===== config.mk =====
export PLATFORM = sky130hd
export DESIGN_NAME = pc_fetch_nway
export DESIGN_NICKNAME = d
export VERILOG_FILES = /design/src/rtl/pc_fetch_nway.sv
export SDC_FILE = /design/constraint.sdc
export NUM_CORES = 1
export LEC_CHECK = 0
export BUFFER_PORTS_ARGS = -buffer_cell sky130_fd_sc_hd__buf_2
export CORE_UTILIZATION = 44
export CTS_CLUSTER_SIZE = 24
export DETAILED_ROUTE_END_ITERATION = 10
export GPL_TIMING_DRIVEN = 0
export PLACE_DENSITY = 0.74
export SYNTH_ARGS = -nofsm -noshare
export SYNTH_HDL_FRONTEND = slang
export SYNTH_SLANG_ARGS = --single-unit
export TNS_END_PERCENT = 1

===== constraint.sdc =====
create_clock -name clk -period 2 [get_ports clk]
set_input_delay 0.1 -clock clk [delete_from_list [all_inputs] [get_ports clk]]
set_output_delay 0.1 -clock clk [all_outputs]
set_load 0.005 [all_outputs]

===== src/rtl/pc_fetch_nway.sv =====
// Purpose: N-lane fetch PC generator with lowest-lane redirect arbitration and a stall-time pending redirect.
// Latency: pcf/lane_valid are registered; redir_ack/redir_lane are combinational in the cycle the redirect is applied.
// Backpressure: en=0 stalls; a redirect seen during a stall is latched and applied on the next en=1 cycle.
module pc_fetch_nway #(
  parameter int               WIDTH    = 32,
  parameter int               LANES    = 2,
  parameter logic [WIDTH-1:0] RESET_PC = '0,
  parameter int               ALIGN    = 0
) (
  input  logic                                    clk,
  input  logic                                    rst,
  input  logic                                    en,
  input  logic [LANES-1:0]                        redir_valid,
  input  logic [2*LANES-1:0]                      redir_kind,
  input  logic [WIDTH*LANES-1:0]                  pc_target,
  input  logic [WIDTH*LANES-1:0]                  alu_result,
  output logic [WIDTH*LANES-1:0]                  pcf,
  output logic [LANES-1:0]                        lane_valid,
  output logic                                    redir_ack,
  output logic [((LANES > 1) ? $clog2(LANES) : 1)-1:0] redir_lane,
  output logic                                    redir_pending
);

  localparam int               LW    = (LANES > 1) ? $clog2(LANES) : 1;
  localparam logic [WIDTH-1:0] STEP  = WIDTH'(4 * LANES);
  localparam logic [WIDTH-1:0] AMASK = ~WIDTH'(4 * LANES - 1);
  localparam logic [LW-1:0]    LMASK = LW'(LANES - 1);

  // Base loaded from a target: group-aligned when ALIGN, otherwise the full target.
  function automatic logic [WIDTH-1:0] align_base(input logic [WIDTH-1:0] t);
    return (ALIGN != 0) ? (t & AMASK) : t;
  endfunction

  // First valid lane inside an aligned group; always 0 for unaligned groups.
  function automatic logic [LW-1:0] lane_off(input logic [WIDTH-1:0] t);
    return (ALIGN != 0) ? (LW'(t >> 2) & LMASK) : '0;
  endfunction

  localparam logic [WIDTH-1:0] RST_BASE = align_base(RESET_PC);
  localparam logic [LW-1:0]    RST_OFF  = lane_off(RESET_PC);

  typedef enum logic {RUN, PEND} state_t;

  state_t           state_q, state_d;
  logic [WIDTH-1:0] base_q, base_d;
  logic [WIDTH-1:0] pend_tgt_q, pend_tgt_d;
  logic [LW-1:0]    pend_lane_q, pend_lane_d;
  logic [LW-1:0]    offset_q, offset_d;
  logic             first_q, first_d;

  logic             req_any;
  logic [LW-1:0]    win_lane;
  logic [WIDTH-1:0] win_tgt;
  logic [WIDTH-1:0] ld_tgt;
  logic             ack_c;
  logic [LW-1:0]    lane_c;

  // Pick the lowest-index lane with a usable redirect kind (oldest instruction wins).
  always_comb begin
    req_any  = 1'b0;
    win_lane = '0;
    win_tgt  = '0;
    for (int i = LANES - 1; i >= 0; i--) begin
      if (redir_valid[i] && (redir_kind[2*i +: 2] == 2'b01 || redir_kind[2*i +: 2] == 2'b10)) begin
        req_any  = 1'b1;
        win_lane = LW'(i);
        win_tgt  = (redir_kind[2*i +: 2] == 2'b01) ? pc_target[i*WIDTH +: WIDTH]
                                                  : (alu_result[i*WIDTH +: WIDTH] & ~WIDTH'(3));
      end
    end
  end

  // Target that gets loaded: the latched one when leaving PEND, else this cycle's winner.
  assign ld_tgt = (state_q == PEND) ? pend_tgt_q : win_tgt;

  // Next-state logic: redirect, advance, latch-on-stall, or hold.
  always_comb begin
    state_d     = state_q;
    base_d      = base_q;
    pend_tgt_d  = pend_tgt_q;
    pend_lane_d = pend_lane_q;
    offset_d    = offset_q;
    first_d     = first_q;
    ack_c       = 1'b0;
    lane_c      = '0;
    case (state_q)
      RUN: begin
        if (en) begin
          if (req_any) begin
            base_d   = align_base(ld_tgt);
            offset_d = lane_off(ld_tgt);
            first_d  = 1'b1;
            ack_c    = 1'b1;
            lane_c   = win_lane;
          end else begin
            base_d  = base_q + STEP;
            first_d = 1'b0;
          end
        end else if (req_any) begin
          pend_tgt_d  = win_tgt;
          pend_lane_d = win_lane;
          state_d     = PEND;
        end
      end
      PEND: begin
        if (en) begin
          base_d      = align_base(ld_tgt);
          offset_d    = lane_off(ld_tgt);
          first_d     = 1'b1;
          ack_c       = 1'b1;
          lane_c      = pend_lane_q;
          pend_tgt_d  = '0;
          pend_lane_d = '0;
          state_d     = RUN;
        end
      end
      default: state_d = RUN;
    endcase
  end

  // State registers; reset drops any pending redirect and restarts at RESET_PC.
  always_ff @(posedge clk or negedge rst) begin
    if (!rst) begin
      state_q     <= RUN;
      base_q      <= RST_BASE;
      pend_tgt_q  <= '0;
      pend_lane_q <= '0;
      offset_q    <= RST_OFF;
      first_q     <= 1'b1;
    end else begin
      state_q     <= state_d;
      base_q      <= base_d;
      pend_tgt_q  <= pend_tgt_d;
      pend_lane_q <= pend_lane_d;
      offset_q    <= offset_d;
      first_q     <= first_d;
    end
  end

  // Per-lane PCs and validity; lanes below the entry offset are dead only in the first group.
  always_comb begin
    pcf        = '0;
    lane_valid = '0;
    for (int i = 0; i < LANES; i++) begin
      pcf[i*WIDTH +: WIDTH] = base_q + WIDTH'(4 * i);
      lane_valid[i]         = (ALIGN == 0) || !first_q || (i >= int'(offset_q));
    end
  end

  // Status outputs; ack/lane are forced quiet while reset is asserted.
  always_comb begin
    redir_pending = (state_q == PEND);
    redir_ack     = ack_c & rst;
    redir_lane    = (ack_c & rst) ? lane_c : '0;
  end

endmodule


# Yosys cells after proc, flatten, opt, wreduce, memory -nomap -nowiden
# Cells that the tools add are included.
[totals]
register_bits = 66
in_bits = 137
output_inout_bits = 69
wordCells = 54
[op_classes]
addsub = 2
eq_ne = 8
n_mux = 32
bitwise_logic = 2
n_reduce_logical = 6
[ops]
columns = ["operator", "n"]
rows = [
  ["$mux W32", 11],
  ["$pmux W32 S2", 2],
  ["$add A32 B3 Y32 const B", 1],
  ["$add A32 B4 Y32 const B", 1],
  ["$mux W1", 15],
  ["$ne A2 B2 Y1 const B", 4],
  ["$pmux W1 S2", 4],
  ["$eq A2 B1 Y1 const B", 2],
  ["$eq A2 B2 Y1 const B", 2],
  ["$reduce_and A3 Y1", 1],
  ["$logic_and A1 B1 Y1", 2],
  ["$logic_or A1 B1 Y1", 2],
  ["$reduce_and A2 Y1", 1],
  ["$and A1 B1 Y1", 1],
  ["$not A1 Y1", 1],
]

# Logic depth before layout (Yosys ltp)
[logic_depth]
depth_word = 10
mapped_depth = 9
depth_no_buf = 7

# Worst setup path after synthesis
# Ideal clock, no wire load.
[synth_path]
path_type = "register to output"
start = "register base_q[4]"
end = "output pcf[59]"
arrival_ns = 1.960
required_ns = 1.900
setup_slack_ns = -0.060
path_stages_with_launch = 9
path_buffers = 2
cell_sequence = "dfrtp_1 ha_1 clkbuf_1 nand3_1 nor4_1 and2_1 buf_2 and4_1 xnor2_1"
[synth_between]
elab_chain_len = 1
[synth_lines]
columns = ["item", "line", "rtl"]
rows = [
  ["start: declaration", "45", "logic [WIDTH-1:0] base_q, base_d;"],
  ["start signal: assignment", "132", "base_q <= base_d;"],
  ["$add A32 B3 Y32", "145", "pcf[i*WIDTH +: WIDTH] = base_q + WIDTH'(4 * i);"],
  ["end: declaration", "17", "output logic [WIDTH*LANES-1:0] pcf,"],
]
# No other way between the ends.

# Worst setup path in the final report
[layout_path]
start = "register base_q[3]"
end = "output pcf[52]"
# The elaborated chain is that of the path after synthesis.

==> impl_metrics.csv <==
group,metric,value,unit
setup_path,worstPathMaxFanout,6,
die,die-area,11600,sq um
setup_path,crit_chain,"ha_4, nand3_4, or3_4, nor2_4, nand3_2, xnor2_2, buf_2",
yosys,syn-mean-instance-area,8.98,sq um
yosys,synth_compound_area_share,18.2,%
setup_path,crit_path_start_kind,"flop",
detailed_routing,drc,0,
detailed_routing,dr.first_iter.drc_count,357,
timing,finClkSkew,0.00774,ns
yosys,synth-edff-count,0,
global_routing,grt_max_degree,68,
global_routing,gr-usage-met2,51.1,%
die,die_y,108,microns
clock_tree,clk_pin_slew,0.08,ns
cells_and_area,drive_above_1_share,44.9,%
yosys,yosys_warnings,0,
cells_and_area,multi_input_area,3240,sq um
setup_path,worstPathArrival,2.14,ns
cells_and_area,fillers,942,
timing,period_share,112,%
yosys,synthAdderAreaFrac,1.02,%
die,ioPinCount,206,
placement,place_ws,-0.497,ns
global_routing,use_met1,40.4,%
detailed_routing,finalWirelength,17700,microns
clock_tree,cts_tree,"built",
min_path,hp-class,"in2async",
setup_path,crit_slowest_cell,"dfrtp_2",
setup_path,criticalPathCategory,"reg2out",
cells_and_area,post-route-util,61.6,%
global_routing,antenna_found_initial,1,
die,num_rows,38,
die,die_w,108,microns
detailed_routing,ant_nets,0,
yosys,synth_area,4920,sq um
setup_path,cp_data_required_time,1.90,ns
clock_tree,clock_sinks,66,
timing,worst_pin_slew,0.910,ns
timing,setup_viol,28,
setup_path,r2r_slack,-0.16,ns
placement,io_buffers,198,
detailed_routing,vias,5363,
timing,layout_setup_ws,-0.244,ns
timing,holdWs,-0.139,ns
detailed_routing,avgViaCountPerCell,5.91,
yosys,async_reset_ff_share,100,%
run,drv_cap,0,
yosys,synth_mux_area_share,19.7,%
clock_tree,htree_levels,3,
clock_tree,ctsRootBufferMaster,"clkbuf_8",
die,initial_utilization,45.2,%
placement,gp_congestion,0.908,
cells_and_area,syn2layout_area_growth,36.2,%
yosys,ys_ff_latch,66,
clock_tree,cts_made_buffers,9,
power_and_ir_drop,vdd_ir_drop_max,0.000370,V
yosys,yosys.area_share.simple,15.1,%
placement,dp_cells,887,
power_and_ir_drop,cellPowerDensity,773,nW/um^2
setup_path,slowest_delay,0.47,ns
cells_and_area,stdcell_count,907,
timing,finalMaxSlewViolations,0,
yosys,synth_top_family_by_area,"multiplexers",
yosys,yosysUniqueCellTypes,52,
yosys,yosysSeqAreaShare,33.5,%
timing,max_freq,446,MHz
outcome,violations,"hold timing, setup timing",
yosys,netlist_instances,548,
power_and_ir_drop,p_leak,3.07,nW
timing,period_needed,2.24,ns
outcome,status,"finished, violations left",
global_routing,gr-total-overflow,0,
timing,rsz0062_at_grt,"true",
cells_and_area,final_nets,902,
detailed_routing,routedWlPerCell,19.6,microns
global_routing,grt_usage,30.9,%
placement,hpwlAfterDp,13500,microns
global_routing,grt_util_met3,5.39,%
die,core_area,10900,sq um
yosys,synth_xor_area_share,6.58,%
detailed_routing,first_pass_iters,5,
global_routing,grt_pass1_vias,5101,
timing,slew_headroom,39.0,%
clock_tree,cts_max_path_buffers,2,
clock_tree,clkLatencyLatePin,0.35,ns
setup_path,critPathTopFamily,"simple AND/OR/NAND/NOR gates",
cells_and_area,register_area,1670,sq um
cells_and_area,design_area,6710,sq um
placement,dpl_cell_area,6110,sq um
global_routing,grt_pass1_wl,27000,microns
timing,hold_violations,66,
global_routing,grt.busiest_layer,"met2",
yosys,synthFlopType,"dfrtp_1",
setup_path,crit_path_end_kind,"output port",
setup_path,critPathBufInv,1,
-- per-stage QoR --
step	setup TNS (ns)	power (mW)
6_report	-3.07	5.18
3_5_place_dp	-23.42	3.71
4_1_cts	-4.11	5.10
5_1_grt	-6.40	5.42
2_1_floorplan	0	2.90
3_3_place_gp	-22.98	3.66
-- placed cells by master, fill, tap and decap left out, drive strengths merged, types with 10 or more instances in the layout --
master	count
o22ai	28
inv	13
mux2	31
buf	235
xnor2	28
clkbuf	29
nand2	38
nor2	24
nand4	11
a21oi	23
nand3	25
mux2i	62
o21ai	35
dfrtp	66
nor3	10
-- report_power, final --
part | internal [mW] | switching, mW | leakage [nW]
sequential | 1.61 | 0.369 | 0.836
combinational | 0.931 | 0.986 | 2.13
clock | 0.707 | 0.578 | 0.107
-- path summary, 6_finish.rpt --
kind	start	end	depth (start not counted)
hold / removal	rst	base_q[25]	1
hold reg to reg	pend_tgt_q[21]	pend_tgt_q[21]	1
setup reg to reg	base_q[4]	base_q[20]	7
setup / recovery	base_q[3]	pcf[52]	7
min in group clk	pc_target[0]	pend_tgt_q[0]	3
max in group asynchronous	rst	base_q[15]	1
-- cells in the mapped netlist (8+ instances only) --
cell	instances	area (sq um)
a211oi_1	8	60.1
a21oi_1	23	115
a22o_1	9	78.8
buf_2	14	70.1
clkbuf_1	32	120
dfrtp_1	66	1650
inv_1	13	48.8
mux2_2	31	349
mux2i_1	62	621
nand2_1	38	143
nand3_1	25	125
nand4_1	10	62.6
nor2_1	24	90.1
nor3_1	10	50.1
o21ai_0	34	170
o22ai_1	28	175
xnor2_1	28	245
xor2_1	9	78.8
-- sequential cells by signal, indices dropped and copies added (netlist names) --
register and flops:
pend_tgt_q 32, redir_pending 1, pend_lane_q 1, base_q 32
-- worst reg2reg max path, stage by stage (launching register included) --
cell	delay (ns)
dfrtp_2	0.40
buf_4	0.16
nand3_1	0.24
or3_1	0.38
buf_2	0.18
or3_4	0.36
o41ai_2	0.22
a22o_1	0.17
-- logic make-up after synthesis --
logic type,after synthesis
DFF,66
AOI/OAI and AO/OA,136
muxes,93
buffers and inverters,66
xor gates and xnor gates,37
adders and majority gates,4
other,1
and+or+nand+nor,145
-- metal layers --
layer  share of wire (%)  routed length [microns]
met1                  42                     7380
met2                  48                     8590
met3                 8.0                     1430
met4                 1.9                      343
met5                   0                        0
-- what timing repair did --
item,in CTS,in global routing
hold endpoints to repair,66,66
endpoints found under the setup margin,84,82
setup buffers,12,0
pin swaps,8,5
gates resized for setup,58,38
-- cell type report --
class	count	area share [%]
Multi-Input combinational cell	417	48.3
Sequential cell	66	24.8
Timing Repair Buffer	210	16.2
Buffer	44	3.94
Tap cell	140	2.61
Clock buffer	10	1.90
Clock inverter	6	1.34
Inverter	13	0.783
Antenna cell	1	0.0373
Note: power is estimated with default switching activity, not from simulation.
